<file path="src/rtl/f1_reaction_timer.sv">
// f1_reaction_timer: F1 start-light reaction timer; optional best-time tracking under RT_BEST_TRACK_EN
module f1_reaction_timer #(
  parameter int CNT_W = 16
) (
  input  logic             clk,
  input  logic             rst,
  input  logic             tick,
  input  logic [8:1]       lights,
  input  logic             btn,
  input  logic             clr,
  output logic [CNT_W-1:0] time_out,
  output logic             valid,
  output logic             jump_start,
  output logic             err,
  output logic             busy,
  output logic [CNT_W-1:0] best_time,
  output logic             new_best
);
  typedef enum logic [2:0] {IDLE, ARMED, READY, TIMING, DONE, JUMP, ERROR} state_t;
  state_t state, state_nxt;
  logic btn_q, press, legal, dark, full, load, capture;
  logic [CNT_W-1:0] cnt;
  assign press = btn & ~btn_q;
  assign dark  = lights == 8'h00;
  assign full  = lights == 8'hFF;
  // a thermometer code has no zero below its highest one, so x & (x+1) is zero
  assign legal = (lights & (lights + 8'h01)) == 8'h00;
  // state and button history; reset discards any measurement in flight
  always_ff @(posedge clk or posedge rst)
    if (rst) begin
      state <= IDLE;
      btn_q <= 1'b0;
    end else begin
      state <= state_nxt;
      btn_q <= btn;
    end
  // next-state decode; clr overrides everything, result states latch until clr
  always_comb begin
    state_nxt = state;
    load      = 1'b0;
    capture   = 1'b0;
    if (clr) state_nxt = IDLE;
    else case (state)
      IDLE:    state_nxt = lights == 8'h01 ? ARMED : IDLE;
      ARMED:   state_nxt = press ? JUMP : (!legal || dark) ? ERROR : full ? READY : ARMED;
      READY: begin
        state_nxt = press ? JUMP : dark ? TIMING : full ? READY : ERROR;
        load      = !press && dark;
      end
      TIMING: begin
        state_nxt = press ? DONE : dark ? TIMING : ERROR;
        capture   = press;
      end
      default: state_nxt = state;
    endcase
  end
  // reaction counter: cleared at lights out, saturating tick count, captured on press
  always_ff @(posedge clk or posedge rst)
    if (rst) begin
      cnt      <= '0;
      time_out <= '0;
    end else begin
      if (load) cnt <= '0;
      else if (state == TIMING && tick && cnt != '1) cnt <= cnt + 1'b1;
      if (capture) time_out <= cnt;
    end
  assign valid      = state == DONE;
  assign jump_start = state == JUMP;
  assign err        = state == ERROR;
  assign busy       = state == ARMED || state == READY || state == TIMING;
`ifdef RT_BEST_TRACK_EN
  // best result survives clr; only a strictly faster capture replaces it
  always_ff @(posedge clk or posedge rst)
    if (rst) begin
      best_time <= '1;
      new_best  <= 1'b0;
    end else begin
      new_best <= capture && cnt < best_time;
      if (capture && cnt < best_time) best_time <= cnt;
    end
`else
  assign best_time = '1;
  assign new_best  = 1'b0;
`endif
endmodule

</file>
<file path="config.mk">
export PLATFORM = sky130hd
export DESIGN_NAME = f1_reaction_timer
export DESIGN_NICKNAME = d
export VERILOG_FILES = /design/src/rtl/f1_reaction_timer.sv
export SDC_FILE = /design/constraint.sdc
export NUM_CORES = 1
export LEC_CHECK = 0
export CORE_MARGIN = 2
export CORE_UTILIZATION = 49
export DETAILED_ROUTE_END_ITERATION = 16
export GPL_TIMING_DRIVEN = 0
export PLACE_DENSITY = 0.76
export SLEW_MARGIN = 25
export SYNTH_ARGS = -nofsm -noshare
export SYNTH_HDL_FRONTEND = slang
export SYNTH_SLANG_ARGS = --single-unit
</file>
<file path="constraint.sdc">
create_clock -name clk -period 2.6 [get_ports clk]
set_clock_uncertainty 0.05 [all_clocks]
set_input_delay 0.26 -clock clk [delete_from_list [all_inputs] [get_ports clk]]
set_output_delay 0.26 -clock clk [all_outputs]
set_load 0.02 [all_outputs]
</file>
==> report_table.html, run 1 <==
<table>
<tr><th>Metric</th><th>Value</th></tr>
<tr><th colspan="2">Place</th></tr>
<tr><td>Number of buffer cells added on primary ports</td><td>32</td></tr>
<tr><td>Count of placed standard cells including taps</td><td>307</td></tr>
<tr><td>HPWL Detailed</td><td>2.99 mm</td></tr>
<tr><td>Routability-driven placement congestion ratio</td><td>0.856</td></tr>
<tr><td>Pre-CTS worst setup slack</td><td>103 ps</td></tr>
<tr><th colspan="2">Logic synthesis</th></tr>
<tr><td>Area share of the largest cell type after synthesis</td><td>43.8%</td></tr>
<tr><td>Dominant cells by area after synthesis</td><td>dfrtp_1, buf_4, mux2_2</td></tr>
<tr><td>Syn Inst Count</td><td>210</td></tr>
<tr><td>Top post-synthesis cells by count</td><td>dfrtp_1, buf_4, a21oi_1, o31ai_1, inv_1</td></tr>
<tr><td>Register bit count reported by yosys</td><td>36</td></tr>
<tr><td>Sequential share of the synthesized area</td><td>43.8%</td></tr>
<tr><td>Post-synth top flop</td><td>dfrtp_1</td></tr>
<tr><td>Post-synth EDFFs</td><td>0</td></tr>
<tr><td>Netlist area before placement</td><td>2060 um2</td></tr>
<tr><td>Most instantiated library cell after synthesis</td><td>dfrtp_1</td></tr>
<tr><td>Synth unique cells</td><td>48</td></tr>
<tr><td>Avg Inst Size Synth</td><td>9.80 um2</td></tr>
<tr><td>Cell taking the most area after synthesis</td><td>dfrtp_1</td></tr>
<tr><td>Warnings, synthesis</td><td>0</td></tr>
<tr><td>Ys async rst share</td><td>100%</td></tr>
<tr><th colspan="2">Route</th></tr>
<tr><td>Aggregate routed wire length</td><td>4.26 mm</td></tr>
<tr><td>Routed via count divided by cell count</td><td>5.54</td></tr>
<tr><td>Antenna-violating nets left</td><td>0</td></tr>
<tr><td>DRT Pass-1 Iters</td><td>4</td></tr>
<tr><td>Average routed wire per standard cell</td><td>13.5 um</td></tr>
<tr><td>Number of violations reported at the end of detailed-routing iteration 0</td><td>119</td></tr>
<tr><td>Detailed-route via count</td><td>1746</td></tr>
<tr><td>Post-route DRC</td><td>0</td></tr>
<tr><th colspan="2">Layout</th></tr>
<tr><td>Final cell count without fillers</td><td>315</td></tr>
<tr><td>Fill cell count</td><td>355</td></tr>
<tr><td>Final #Nets</td><td>278</td></tr>
<tr><td>Multi-input gate area</td><td>1000 um2</td></tr>
<tr><td>Antenna diode count</td><td>0</td></tr>
<tr><td>Final core area utilization</td><td>64.2%</td></tr>
<tr><td>Layout area overhead</td><td>25.7%</td></tr>
<tr><td>Sequential cell area</td><td>901 um2</td></tr>
<tr><td>Share of cells above drive strength 1</td><td>15.8%</td></tr>
<tr><th colspan="2">Min path</th></tr>
<tr><td>Type of the tightest min-delay check</td><td>primary input to async pin</td></tr>
<tr><th colspan="2">Floorplan</th></tr>
<tr><td>Number of rows in the core area</td><td>23</td></tr>
<tr><td>Area of the core</td><td>4030 um2</td></tr>
<tr><td>Die Y-Extent</td><td>68.8 um</td></tr>
<tr><td>Die area</td><td>4730 um2</td></tr>
<tr><td>Io pins</td><td>50</td></tr>
<tr><td>Starting Density</td><td>51.1%</td></tr>
<tr><td>Die extent in x</td><td>68.8 um</td></tr>
<tr><th colspan="2">CTS</th></tr>
<tr><td>Number of buffers inserted to repair setup after CTS</td><td>0</td></tr>
<tr><td>Sinks on Clock Net</td><td>36</td></tr>
<tr><td>Resize count post-CTS</td><td>0</td></tr>
<tr><td>Number of levels the H-tree was split into</td><td>2</td></tr>
<tr><td>Total of hold buffers inserted after clock tree synthesis</td><td>0</td></tr>
<tr><td>TritonCTS clock tree</td><td>built</td></tr>
<tr><td>Clock slew at the register clock pins of the worst setup and hold paths</td><td>70 ps</td></tr>
<tr><td>Cell at the root of the clock tree</td><td>clkbuf_8</td></tr>
<tr><td>Worst-skew pair later-pin latency</td><td>290 ps</td></tr>
<tr><td>TritonCTS buffer count</td><td>5</td></tr>
<tr><td>Number of buffers between clock root and the deepest sink</td><td>2</td></tr>
<tr><th colspan="2">Critical path</th></tr>
<tr><td>Required time of the critical path</td><td>2680 ps</td></tr>
<tr><td>Category of the worst setup path capture point</td><td>register</td></tr>
<tr><td>Arrival time at the worst endpoint</td><td>2350 ps</td></tr>
<tr><td>Setup slack, reg-to-reg</td><td>480 ps</td></tr>
<tr><td>Cell with the biggest individual delay on the critical path</td><td>nor3_2</td></tr>
<tr><td>Cells along the critical path</td><td>clkdlybuf4s50_1 &gt; or4_4 &gt; or2_1 &gt; nor3_2 &gt; nor3_1</td></tr>
<tr><td>Largest fanout on the critical path</td><td>10</td></tr>
<tr><td>Longest individual stage delay on the worst path</td><td>670 ps</td></tr>
<tr><td>Worst setup SP type</td><td>primary input</td></tr>
<tr><td>Setup CP Type</td><td>primary input to register</td></tr>
<tr><th colspan="2">Timing</th></tr>
<tr><td>Post-route setup TNS</td><td>0 ps</td></tr>
<tr><td>Post-layout min period</td><td>2270 ps</td></tr>
<tr><td>Final setup vio count</td><td>0</td></tr>
<tr><td>Fmax achieved</td><td>0.440 GHz</td></tr>
<tr><td>Fin crit share</td><td>87.3%</td></tr>
<tr><td>Setup repair after global routing missed its margin</td><td>no</td></tr>
<tr><td>Pin slew with the least headroom to its limit</td><td>790 ps</td></tr>
<tr><td>Normalized max-slew margin</td><td>47.0%</td></tr>
<tr><td>Least setup slack across all paths after layout</td><td>330 ps</td></tr>
<tr><td>Max Transition Viols Final</td><td>0</td></tr>
<tr><td>Final Hold Vio Count</td><td>0</td></tr>
<tr><th colspan="2">Global route</th></tr>
<tr><td>Global-route wire length before repair</td><td>6.94 mm</td></tr>
<tr><td>Largest net degree at the start of global routing</td><td>37</td></tr>
<tr><td>Sum of overflow across all layers after global routing</td><td>0</td></tr>
<tr><td>Total track usage</td><td>20.1%</td></tr>
<tr><td>Number of global-route vias before repair</td><td>1533</td></tr>
<tr><td>Initial antenna violation count</td><td>0</td></tr>
<tr><th colspan="2">Power</th></tr>
<tr><td>Worst voltage drop across the vdd grid</td><td>0.341 mV</td></tr>
<tr><td>Cell area power density</td><td>412 nW/um2</td></tr>
<tr><td>P_leak</td><td>0.00113 uW</td></tr>
<tr><th colspan="2">Flow run</th></tr>
<tr><td>Max-capacitance violation count</td><td>0</td></tr>
<tr><th colspan="2">Status</th></tr>
<tr><td>Outcome</td><td>complete, no violations</td></tr>
</table>
[state kept, by name, summed over array words and instances, names as in the netlist]
signal    count
btn_q         1
cnt          16
state         3
time_out     16
[critical path, delay by kind of cell]
family / cells / cell delay (ps)
AND/OR/NAND/NOR: 4 / 1650
buffers and inverters: 1 / 430
[through the flow]
stage,hold WS [ps],total power (uW),instance area [um2]
6_report,367,1070,2590
5_1_grt,427,1110,2590
4_1_cts,395,1070,2590
3_5_place_dp,419,666,2500
3_3_place_gp,410,665,2500
2_1_floorplan,241,637,2110
[report_power, final]
part | switching [uW] | leakage, uW | internal [uW]
clock network | 194 | 0.0000455 | 216
registers | 0.606 | 0.000496 | 561
logic | 54.1 | 0.000587 | 40.2
[path summary, 6_finish.rpt]
| kind | from | end | cells after the start |
|---|---|---|---|
| max | lights[4] | cnt[2] | 5 |
| min | rst | cnt[1] | 2 |
| max reg2reg | state[2] | cnt[2] | 4 |
| min reg2reg | time_out[3] | time_out[3] | 2 |
| max in group asynchronous | rst | time_out[0] | 2 |
| min in group clk | btn | btn_q | 1 |
[layer usage]
layer	vias up	wire length [um]	GRT usage (%)	part of all wire [%]
met4	0	85	9.80	2.0
met5	-	0	0	0
met1	829	1980	27.9	46
met2	58	1970	29.7	46
li1	851	-	-	-
met3	8	232	4.22	5.4
[placed cells by master, fill, tap and decap left out, types with 4 or more instances in the layout]
cell type and count:
mux2i_1 6, clkbuf_8 6, nand2_1 11, clkbuf_1 10
inv_1 11, and4_1 4, o31ai_1 14, nand4_1 5
o21ai_0 7, clkdlybuf4s50_1 32, conb_1 17, nand3_1 4
or4_1 6, or3_1 5, a21oi_1 14, nor2_1 5
dfrtp_1 36, mux2_2 11, buf_4 17
[layout make-up]
cell class,count,area share [%]
multi-input combinational,150,38.7
sequential,36,34.8
timing repair buffer,32,12.4
buffer,27,6.43
clock buffer,8,3.48
tap,50,2.42
inverter,12,1.74
[logic make-up (layout without fill, tap and decap cells)]
group           after synthesis  after routing  share of synthesized area (%)
fa+ha+maj                     1              1                          0.608
flops                        36             36                           43.8
simple gates                 65             65                           19.5
other cells                   2             17                          0.365
compound gates               50             50                           16.5
mux                          17             17                           8.94
buf+inv                      39             79                           10.3
Note: power is estimated with default switching activity, not from simulation.
==> run 2, diff against run 1 <==
Settings changed: CORE_ASPECT_RATIO set to 1.4.
==> run 2 against run 1 <==
  * The run now ends with DRC left
  * Final cell count decreased by 2.2%
  * Total power decreased by 0.13%
  * Non-clock buffer count unchanged
  * Critical path depth decreased by 2
  * Sequential share of layout area increased by 0.12 points
  * Global-route usage decreased by 0.90 points
  * Clock-buffer cell count unchanged
  * Clock power about the same
  * Design area decreased by 0.34%
  * Worst hold slack got worse by 6.6 ps
  * Critical endpoint is now err
  * Largest cell class unchanged
==> report_table.html, run 2 (same netlist as run 1, synthesis figures left out) <==
<table>
<tr><th>Metric</th><th>Value</th></tr>
<tr><th colspan="2">Critical path</th></tr>
<tr><td>Top delay family on crit path</td><td>buffers and inverters (was simple AND/OR/NAND/NOR gates)</td></tr>
<tr><td>Longest individual stage delay on the worst path</td><td>630 ps (was 670 ps)</td></tr>
<tr><td>Category of the worst setup path capture point</td><td>primary output (was register)</td></tr>
<tr><td>Setup CP Type</td><td>register to primary output (was primary input to register)</td></tr>
<tr><td>Total stage count of the critical path</td><td>3 (was 5)</td></tr>
<tr><td>Worst path bufs/invs</td><td>2 (was 1)</td></tr>
<tr><td>Required time of the critical path</td><td>2290 ps (was 2680 ps)</td></tr>
<tr><td>Cells along the critical path</td><td>clkbuf_1 &gt; nor3b_1 &gt; clkdlybuf4s50_1 (was clkdlybuf4s50_1 &gt; or4_4 &gt; or2_1 &gt; nor3_2 &gt; nor3_1)</td></tr>
<tr><td>Cell with the biggest individual delay on the critical path</td><td>clkdlybuf4s50_1 (was nor3_2)</td></tr>
<tr><td>Number of cells on the worst reg-to-reg path</td><td>5 (was 4)</td></tr>
<tr><td>Arrival time at the worst endpoint</td><td>1850 ps (was 2350 ps)</td></tr>
<tr><td>Largest fanout on the critical path</td><td>10 (unchanged)</td></tr>
<tr><td>Worst setup SP type</td><td>register (was primary input)</td></tr>
<tr><th colspan="2">Status</th></tr>
<tr><td>Violated checks</td><td>DRC</td></tr>
<tr><td>Outcome</td><td>finished with violations (was complete, no violations)</td></tr>
<tr><th colspan="2">Route</th></tr>
<tr><td>Routed via count divided by cell count</td><td>5.52 (was 5.54)</td></tr>
<tr><td>Post-route DRC</td><td>2 (was 0)</td></tr>
<tr><td>Average routed wire per standard cell</td><td>13.5 um (about the same)</td></tr>
<tr><td>Detailed-route via count</td><td>1701 (was 1746)</td></tr>
<tr><td>Aggregate routed wire length</td><td>4.16 mm (was 4.26 mm)</td></tr>
<tr><td>Number of violations reported at the end of detailed-routing iteration 0</td><td>32 (was 119)</td></tr>
<tr><td>DRT Pass-1 Iters</td><td>12 (was 4)</td></tr>
<tr><td>Antenna-violating nets left</td><td>0 (unchanged)</td></tr>
<tr><th colspan="2">Timing</th></tr>
<tr><td>Final setup vio count</td><td>0 (unchanged)</td></tr>
<tr><td>Setup repair after global routing missed its margin</td><td>no (unchanged)</td></tr>
<tr><td>Fmax achieved</td><td>0.463 GHz (was 0.440 GHz)</td></tr>
<tr><td>Max Transition Viols Final</td><td>0 (unchanged)</td></tr>
<tr><td>Pin slew with the least headroom to its limit</td><td>737 ps (was 790 ps)</td></tr>
<tr><td>Final Hold Vio Count</td><td>0 (unchanged)</td></tr>
<tr><td>Post-layout min period</td><td>2160 ps (was 2270 ps)</td></tr>
<tr><td>Least setup slack across all paths after layout</td><td>439 ps (was 330 ps)</td></tr>
<tr><td>Post-route setup TNS</td><td>0 ps (unchanged)</td></tr>
<tr><td>Fin crit share</td><td>83.1% (was 87.3%)</td></tr>
<tr><td>Normalized max-slew margin</td><td>50.8% (was 47.0%)</td></tr>
<tr><th colspan="2">Place</th></tr>
<tr><td>Pre-CTS worst setup slack</td><td>117 ps (was 103 ps)</td></tr>
<tr><td>Number of buffer cells added on primary ports</td><td>32 (unchanged)</td></tr>
<tr><td>Count of placed standard cells including taps</td><td>300 (was 307)</td></tr>
<tr><td>Routability-driven placement congestion ratio</td><td>0.813 (was 0.856)</td></tr>
<tr><td>HPWL Detailed</td><td>3.11 mm (was 2.99 mm)</td></tr>
<tr><th colspan="2">Global route</th></tr>
<tr><td>Number of global-route vias before repair</td><td>1524 (was 1533)</td></tr>
<tr><td>Met1 layer usage reported by global route</td><td>21.2% (was 27.9%)</td></tr>
<tr><td>Global-route met2 utilization</td><td>34.1% (was 29.7%)</td></tr>
<tr><td>Largest net degree at the start of global routing</td><td>37 (unchanged)</td></tr>
<tr><td>GRT busiest layer</td><td>met2 (unchanged)</td></tr>
<tr><td>Sum of overflow across all layers after global routing</td><td>0 (unchanged)</td></tr>
<tr><td>Initial antenna violation count</td><td>0 (unchanged)</td></tr>
<tr><td>Global-route wire length before repair</td><td>6.90 mm (was 6.94 mm)</td></tr>
<tr><td>Total track usage</td><td>19.2% (was 20.1%)</td></tr>
<tr><td>Met3 usage in global routing</td><td>4.51% (was 4.22%)</td></tr>
<tr><th colspan="2">Layout</th></tr>
<tr><td>Commonest non-fill, non-tap cell in the layout</td><td>dfrtp_1 (unchanged)</td></tr>
<tr><td>Final #Nets</td><td>278 (unchanged)</td></tr>
<tr><td>Layout area overhead</td><td>25.3% (was 25.7%)</td></tr>
<tr><td>Share of cells above drive strength 1</td><td>15.8% (unchanged)</td></tr>
<tr><td>Top library cells by usage in the layout, fill and taps aside</td><td>dfrtp_1, clkdlybuf4s50_1, buf_4, conb_1 (unchanged)</td></tr>
<tr><td>Antenna diode count</td><td>0 (unchanged)</td></tr>
<tr><td>Final cell count without fillers</td><td>308 (was 315)</td></tr>
<tr><td>Registers with the most flip-flops</td><td>cnt x16, time_out x16, state x3 (unchanged)</td></tr>
<tr><th colspan="2">Floorplan</th></tr>
<tr><td>Area of the core</td><td>3990 um2 (was 4030 um2)</td></tr>
<tr><td>Die extent in x</td><td>58.8 um (was 68.8 um)</td></tr>
<tr><td>Starting Density</td><td>51.6% (was 51.1%)</td></tr>
<tr><td>Number of rows in the core area</td><td>27 (was 23)</td></tr>
<tr><td>Io pins</td><td>50 (unchanged)</td></tr>
<tr><td>Die area</td><td>4740 um2 (was 4730 um2)</td></tr>
<tr><td>Die Y-Extent</td><td>80.7 um (was 68.8 um)</td></tr>
<tr><th colspan="2">CTS</th></tr>
<tr><td>Resize count post-CTS</td><td>0 (unchanged)</td></tr>
<tr><td>Cell at the root of the clock tree</td><td>clkbuf_8 (unchanged)</td></tr>
<tr><td>Total of hold buffers inserted after clock tree synthesis</td><td>0 (unchanged)</td></tr>
<tr><td>TritonCTS buffer count</td><td>5 (unchanged)</td></tr>
<tr><td>TritonCTS clock tree</td><td>built (unchanged)</td></tr>
<tr><td>Number of buffers between clock root and the deepest sink</td><td>2 (unchanged)</td></tr>
<tr><td>Number of levels the H-tree was split into</td><td>2 (unchanged)</td></tr>
<tr><td>Number of buffers inserted to repair setup after CTS</td><td>0 (unchanged)</td></tr>
<tr><td>Sinks on Clock Net</td><td>36 (unchanged)</td></tr>
<tr><td>Clock slew at the register clock pins of the worst setup and hold paths</td><td>70 ps (about the same)</td></tr>
<tr><td>Worst-skew pair later-pin latency</td><td>290 ps (about the same)</td></tr>
<tr><th colspan="2">Power</th></tr>
<tr><td>P_leak</td><td>0.00113 uW (unchanged)</td></tr>
<tr><td>Total power consumption of the routed design</td><td>1060 uW (was 1070 uW)</td></tr>
<tr><td>Cell area power density</td><td>413 nW/um2 (was 412 nW/um2)</td></tr>
<tr><td>Worst voltage drop across the vdd grid</td><td>0.285 mV (was 0.341 mV)</td></tr>
<tr><th colspan="2">Flow run</th></tr>
<tr><td>Max-capacitance violation count</td><td>0 (unchanged)</td></tr>
<tr><th colspan="2">Min path</th></tr>
<tr><td>Type of the tightest min-delay check</td><td>primary input to async pin (unchanged)</td></tr>
</table>
[run 2: cell counts in the layout (fill, tap and decap cells not counted)]
Identical to the previous run, type by type.
[run 2: where the power goes]
group / internal, uW / switching [uW]
logic: 40.2 / 54.1
clock network: 216 / 192
registers: 561 / 0.680
total: 817 / 247
[run 2: stage by stage]
| step | instance area, um2 | hold slack (ps) | utilization (%) |
|---|---|---|---|
| after floorplan | 2110 | 241 | - |
| after global placement | 2490 | 415 | 62.4 |
| after detailed placement | 2490 | 424 | 62.4 |
| after CTS | 2580 | 392 | 64.7 |
| after global routing | 2580 | 408 | 64.7 |
| final | 2580 | 360 | 64.7 |
[run 2: cell type report]
cell class	instances	area, um2
timing repair buffer	32	320
inverter	12	45.0
fill	366	1410
multi-input combinational	150	1000
sequential	36	901
buffer	27	166
clock buffer	8	90.1
tap	43	53.8
[run 2: routing by layer]
layer / vias up / part of all wire, %
met3: 6 / 4.6
met2: 38 / 54
li1: 852 / -
met5: - / 0
met1: 805 / 40
met4: 0 / 1.8
[run 2: path summary, 6_finish.rpt]
kind,from,endpoint,slack [ps]
worst max-delay path,state[1],err,440
worst min-delay path,rst,time_out[7],360
worst max register to register,state[2],cnt[13],540
worst min register to register,time_out[14],time_out[14],430
max in group asynchronous,rst,cnt[8],1660
min in group clk,btn,btn_q,410
[run 2: worst register-to-register path: stages (launching register included)]
cell,delay (ps)
dfrtp_1,470
and4b_1,290
clkbuf_1,210
nand4_1,300
or4_1,550
a21oi_1,130
==> run 3, diff against run 2 <==
Settings changed: CORE_UTILIZATION 49 to 45, PLACE_DENSITY 0.76 to 0.74.
Clock period 2.6 ns to 1.9 ns, I/O delays scaled along.
==> run 3 against run 2 <==
  * The flow now finishes without violations
  * Critical path depth up 2
  * Clock power up 42%
  * Die area up 8.4%
  * Clock-buffer cell count down 1
  * Largest cell class unchanged
==> report_table.html, run 3 (same netlist as run 1, synthesis figures left out) <==
<table>
<tr><th>Metric</th><th>Value</th></tr>
<tr><th colspan="2">Place</th></tr>
<tr><td>Routability-driven placement congestion ratio</td><td>0.850 (was 0.813)</td></tr>
<tr><td>Number of buffer cells added on primary ports</td><td>32 (unchanged)</td></tr>
<tr><td>HPWL Detailed</td><td>3.13 mm (was 3.11 mm)</td></tr>
<tr><td>Placed inst area</td><td>2510 um2 (was 2490 um2)</td></tr>
<tr><td>Count of placed standard cells including taps</td><td>319 (was 300)</td></tr>
<tr><th colspan="2">Floorplan</th></tr>
<tr><td>Io pins</td><td>50 (unchanged)</td></tr>
<tr><td>Starting Density</td><td>46.1% (was 51.6%)</td></tr>
<tr><td>Number of rows in the core area</td><td>29 (was 27)</td></tr>
<tr><td>Die area</td><td>5140 um2 (was 4740 um2)</td></tr>
<tr><td>Area of the core</td><td>4460 um2 (was 3990 um2)</td></tr>
<tr><td>Die Y-Extent</td><td>84.0 um (was 80.7 um)</td></tr>
<tr><td>Die extent in x</td><td>61.1 um (was 58.8 um)</td></tr>
<tr><th colspan="2">Critical path</th></tr>
<tr><td>Setup CP Type</td><td>primary input to register (was register to primary output)</td></tr>
<tr><td>Setup slack, reg-to-reg</td><td>100 ps (was 540 ps)</td></tr>
<tr><td>Worst reg2reg startpoint</td><td>cnt[1] (was state[2])</td></tr>
<tr><td>Worst setup SP type</td><td>primary input (was register)</td></tr>
<tr><td>Largest fanout on the critical path</td><td>3 (was 10)</td></tr>
<tr><td>Arrival time at the worst endpoint</td><td>1990 ps (was 1850 ps)</td></tr>
<tr><td>Critical R2R Capture</td><td>cnt[13] (unchanged)</td></tr>
<tr><td>Number of cells on the worst reg-to-reg path</td><td>5 (unchanged)</td></tr>
<tr><td>Category of the worst setup path capture point</td><td>register (was primary output)</td></tr>
<tr><td>Required time of the critical path</td><td>2060 ps (was 2290 ps)</td></tr>
<tr><th colspan="2">Power</th></tr>
<tr><td>Cell area power density</td><td>549 nW/um2 (was 413 nW/um2)</td></tr>
<tr><td>Total power consumption of the routed design</td><td>1480 uW (was 1060 uW)</td></tr>
<tr><td>P_leak</td><td>0.00122 uW (was 0.00113 uW)</td></tr>
<tr><td>Worst voltage drop across the vdd grid</td><td>0.286 mV (was 0.285 mV)</td></tr>
<tr><th colspan="2">CTS</th></tr>
<tr><td>Clock slew at the register clock pins of the worst setup and hold paths</td><td>70 ps (about the same)</td></tr>
<tr><td>Total of hold buffers inserted after clock tree synthesis</td><td>0 (unchanged)</td></tr>
<tr><td>TritonCTS clock tree</td><td>built (unchanged)</td></tr>
<tr><td>Number of buffers between clock root and the deepest sink</td><td>2 (unchanged)</td></tr>
<tr><td>Number of levels the H-tree was split into</td><td>2 (unchanged)</td></tr>
<tr><td>Cell at the root of the clock tree</td><td>clkbuf_8 (unchanged)</td></tr>
<tr><td>TritonCTS buffer count</td><td>5 (unchanged)</td></tr>
<tr><td>Sinks on Clock Net</td><td>36 (unchanged)</td></tr>
<tr><td>Worst-skew pair later-pin latency</td><td>280 ps (was 290 ps)</td></tr>
<tr><th colspan="2">Global route</th></tr>
<tr><td>Global-route wire length before repair</td><td>7.29 mm (was 6.90 mm)</td></tr>
<tr><td>Total track usage</td><td>18.5% (was 19.2%)</td></tr>
<tr><td>Global-route met2 utilization</td><td>31.3% (was 34.1%)</td></tr>
<tr><td>Initial antenna violation count</td><td>0 (unchanged)</td></tr>
<tr><td>GRT busiest layer</td><td>met2 (unchanged)</td></tr>
<tr><td>Number of global-route vias before repair</td><td>1605 (was 1524)</td></tr>
<tr><td>Largest net degree at the start of global routing</td><td>37 (unchanged)</td></tr>
<tr><td>Met3 usage in global routing</td><td>3.57% (was 4.51%)</td></tr>
<tr><td>Sum of overflow across all layers after global routing</td><td>0 (unchanged)</td></tr>
<tr><td>Met1 layer usage reported by global route</td><td>22.5% (was 21.2%)</td></tr>
<tr><th colspan="2">Route</th></tr>
<tr><td>Post-route DRC</td><td>0 (was 2)</td></tr>
<tr><td>Number of violations reported at the end of detailed-routing iteration 0</td><td>103 (was 32)</td></tr>
<tr><td>Detailed-route via count</td><td>1737 (was 1701)</td></tr>
<tr><td>Routed via count divided by cell count</td><td>5.26 (was 5.52)</td></tr>
<tr><td>DRT Pass-1 Iters</td><td>4 (was 12)</td></tr>
<tr><td>Average routed wire per standard cell</td><td>13.2 um (was 13.5 um)</td></tr>
<tr><td>Antenna-violating nets left</td><td>0 (unchanged)</td></tr>
<tr><td>Aggregate routed wire length</td><td>4.36 mm (was 4.16 mm)</td></tr>
<tr><th colspan="2">Layout</th></tr>
<tr><td>Post-route cell area</td><td>2690 um2 (was 2580 um2)</td></tr>
<tr><td>Top library cells by usage in the layout, fill and taps aside</td><td>dfrtp_1, buf_4, clkdlybuf4s50_1 (was dfrtp_1, clkdlybuf4s50_1, buf_4, conb_1)</td></tr>
<tr><td>Share of cells above drive strength 1</td><td>23.1% (was 15.8%)</td></tr>
<tr><td>Final core area utilization</td><td>60.2% (was 64.7%)</td></tr>
<tr><td>Antenna diode count</td><td>0 (unchanged)</td></tr>
<tr><td>Final #Nets</td><td>282 (was 278)</td></tr>
<tr><td>Registers with the most flip-flops</td><td>cnt x16, time_out x16, state x3 (unchanged)</td></tr>
<tr><td>Layout area overhead</td><td>30.7% (was 25.3%)</td></tr>
<tr><td>Fill cell count</td><td>412 (was 366)</td></tr>
<tr><td>Final cell count without fillers</td><td>330 (was 308)</td></tr>
<tr><td>Commonest non-fill, non-tap cell in the layout</td><td>dfrtp_1 (unchanged)</td></tr>
<tr><th colspan="2">Timing</th></tr>
<tr><td>Fmax achieved</td><td>0.545 GHz</td></tr>
<tr><td>Pin slew with the least headroom to its limit</td><td>731 ps (was 737 ps)</td></tr>
<tr><td>Max Transition Viols Final</td><td>0 (unchanged)</td></tr>
<tr><td>Fin crit share</td><td>96.6%</td></tr>
<tr><td>Post-layout min period</td><td>1840 ps</td></tr>
<tr><td>Final setup vio count</td><td>0 (unchanged)</td></tr>
<tr><td>Final Hold Vio Count</td><td>0 (unchanged)</td></tr>
<tr><td>Normalized max-slew margin</td><td>51.2% (was 50.8%)</td></tr>
<tr><td>Hold WS</td><td>299 ps (was 360 ps)</td></tr>
<tr><th colspan="2">Flow run</th></tr>
<tr><td>Max-capacitance violation count</td><td>0 (unchanged)</td></tr>
<tr><th colspan="2">Status</th></tr>
<tr><td>Outcome</td><td>complete, no violations (was finished with violations)</td></tr>
<tr><th colspan="2">Min path</th></tr>
<tr><td>Type of the tightest min-delay check</td><td>primary input to async pin (unchanged)</td></tr>
</table>
==> run 3: cell types whose count changed in the layout (fill, tap and decap cells not counted), sizes merged <==
cell	change
buf	+8
clkdlybuf4s50	-8
dlygate4sd2	+8
clkbuf	-5
==> run 3: cell type report <==
| cell class | count | area (um2) | share of cell area [%] |
|---|---|---|---|
| plain buffers | 22 | 154 | 5.72 |
| clock buffers | 7 | 96.3 | 3.58 |
| repair buffers | 41 | 390 | 14.5 |
| multi-input cells | 150 | 1020 | 38.0 |
| inverters | 12 | 45.0 | 1.68 |
| well taps | 62 | 77.6 | 2.89 |
| flip-flops and latches | 36 | 903 | 33.6 |
==> run 3: critical path, cell delays in order <==
cell and delay (ps):
dlygate4sd2_1 250, or4_4 540, or4_4 500, a221o_1 370
o211ai_2 140
==> run 3: how the worst max path moves through the flow <==
| stage | cells after the start | start | slack, ps | endpoint |
|---|---|---|---|---|
| 2_1_floorplan | 6 | cnt[0] | 80 | cnt[13] |
| 4_1_cts | 6 | btn | 7 | cnt[2] |
| 6_report | 5 | lights[5] | 60 | state[0] |
| 3_3_place_gp | 5 | lights[4] | -520 | cnt[2] |
| 3_5_place_dp | 5 | lights[4] | -530 | cnt[2] |
| 5_1_grt | 6 | lights[3] | -2 | cnt[6] |
==> run 3: layer usage <==
metal	share of wire, %	vias up
li1	-	858
met1	40	823
met2	54	52
met3	4.6	4
met4	1.3	0
met5	0	-
==> run 3: repair_timing <==
item / CTS / global route
buffers inserted: 7 / 2
gates cloned: 0 / 0
gates resized for setup: 14 / 9
pin swaps: 5 / 3
endpoints found under the setup margin: 18 / 25
==> run 3: power breakdown <==
part	internal (uW)	leakage [uW]	switching [uW]
Clock	323	0.0000503	257
Sequential	768	0.000492	1.09
Combinational	52.5	0.000674	75.2
Total	1140	0.00122	333
==> run 3: metrics by stage <==
stage	worst slack [ps]	setup TNS (ps)
finish	64.1	0
floorplan	76.9	0
detailed placement	-534	-9550
global placement	-516	-9080
CTS	6.69	0
global route	-2.25	-2.25
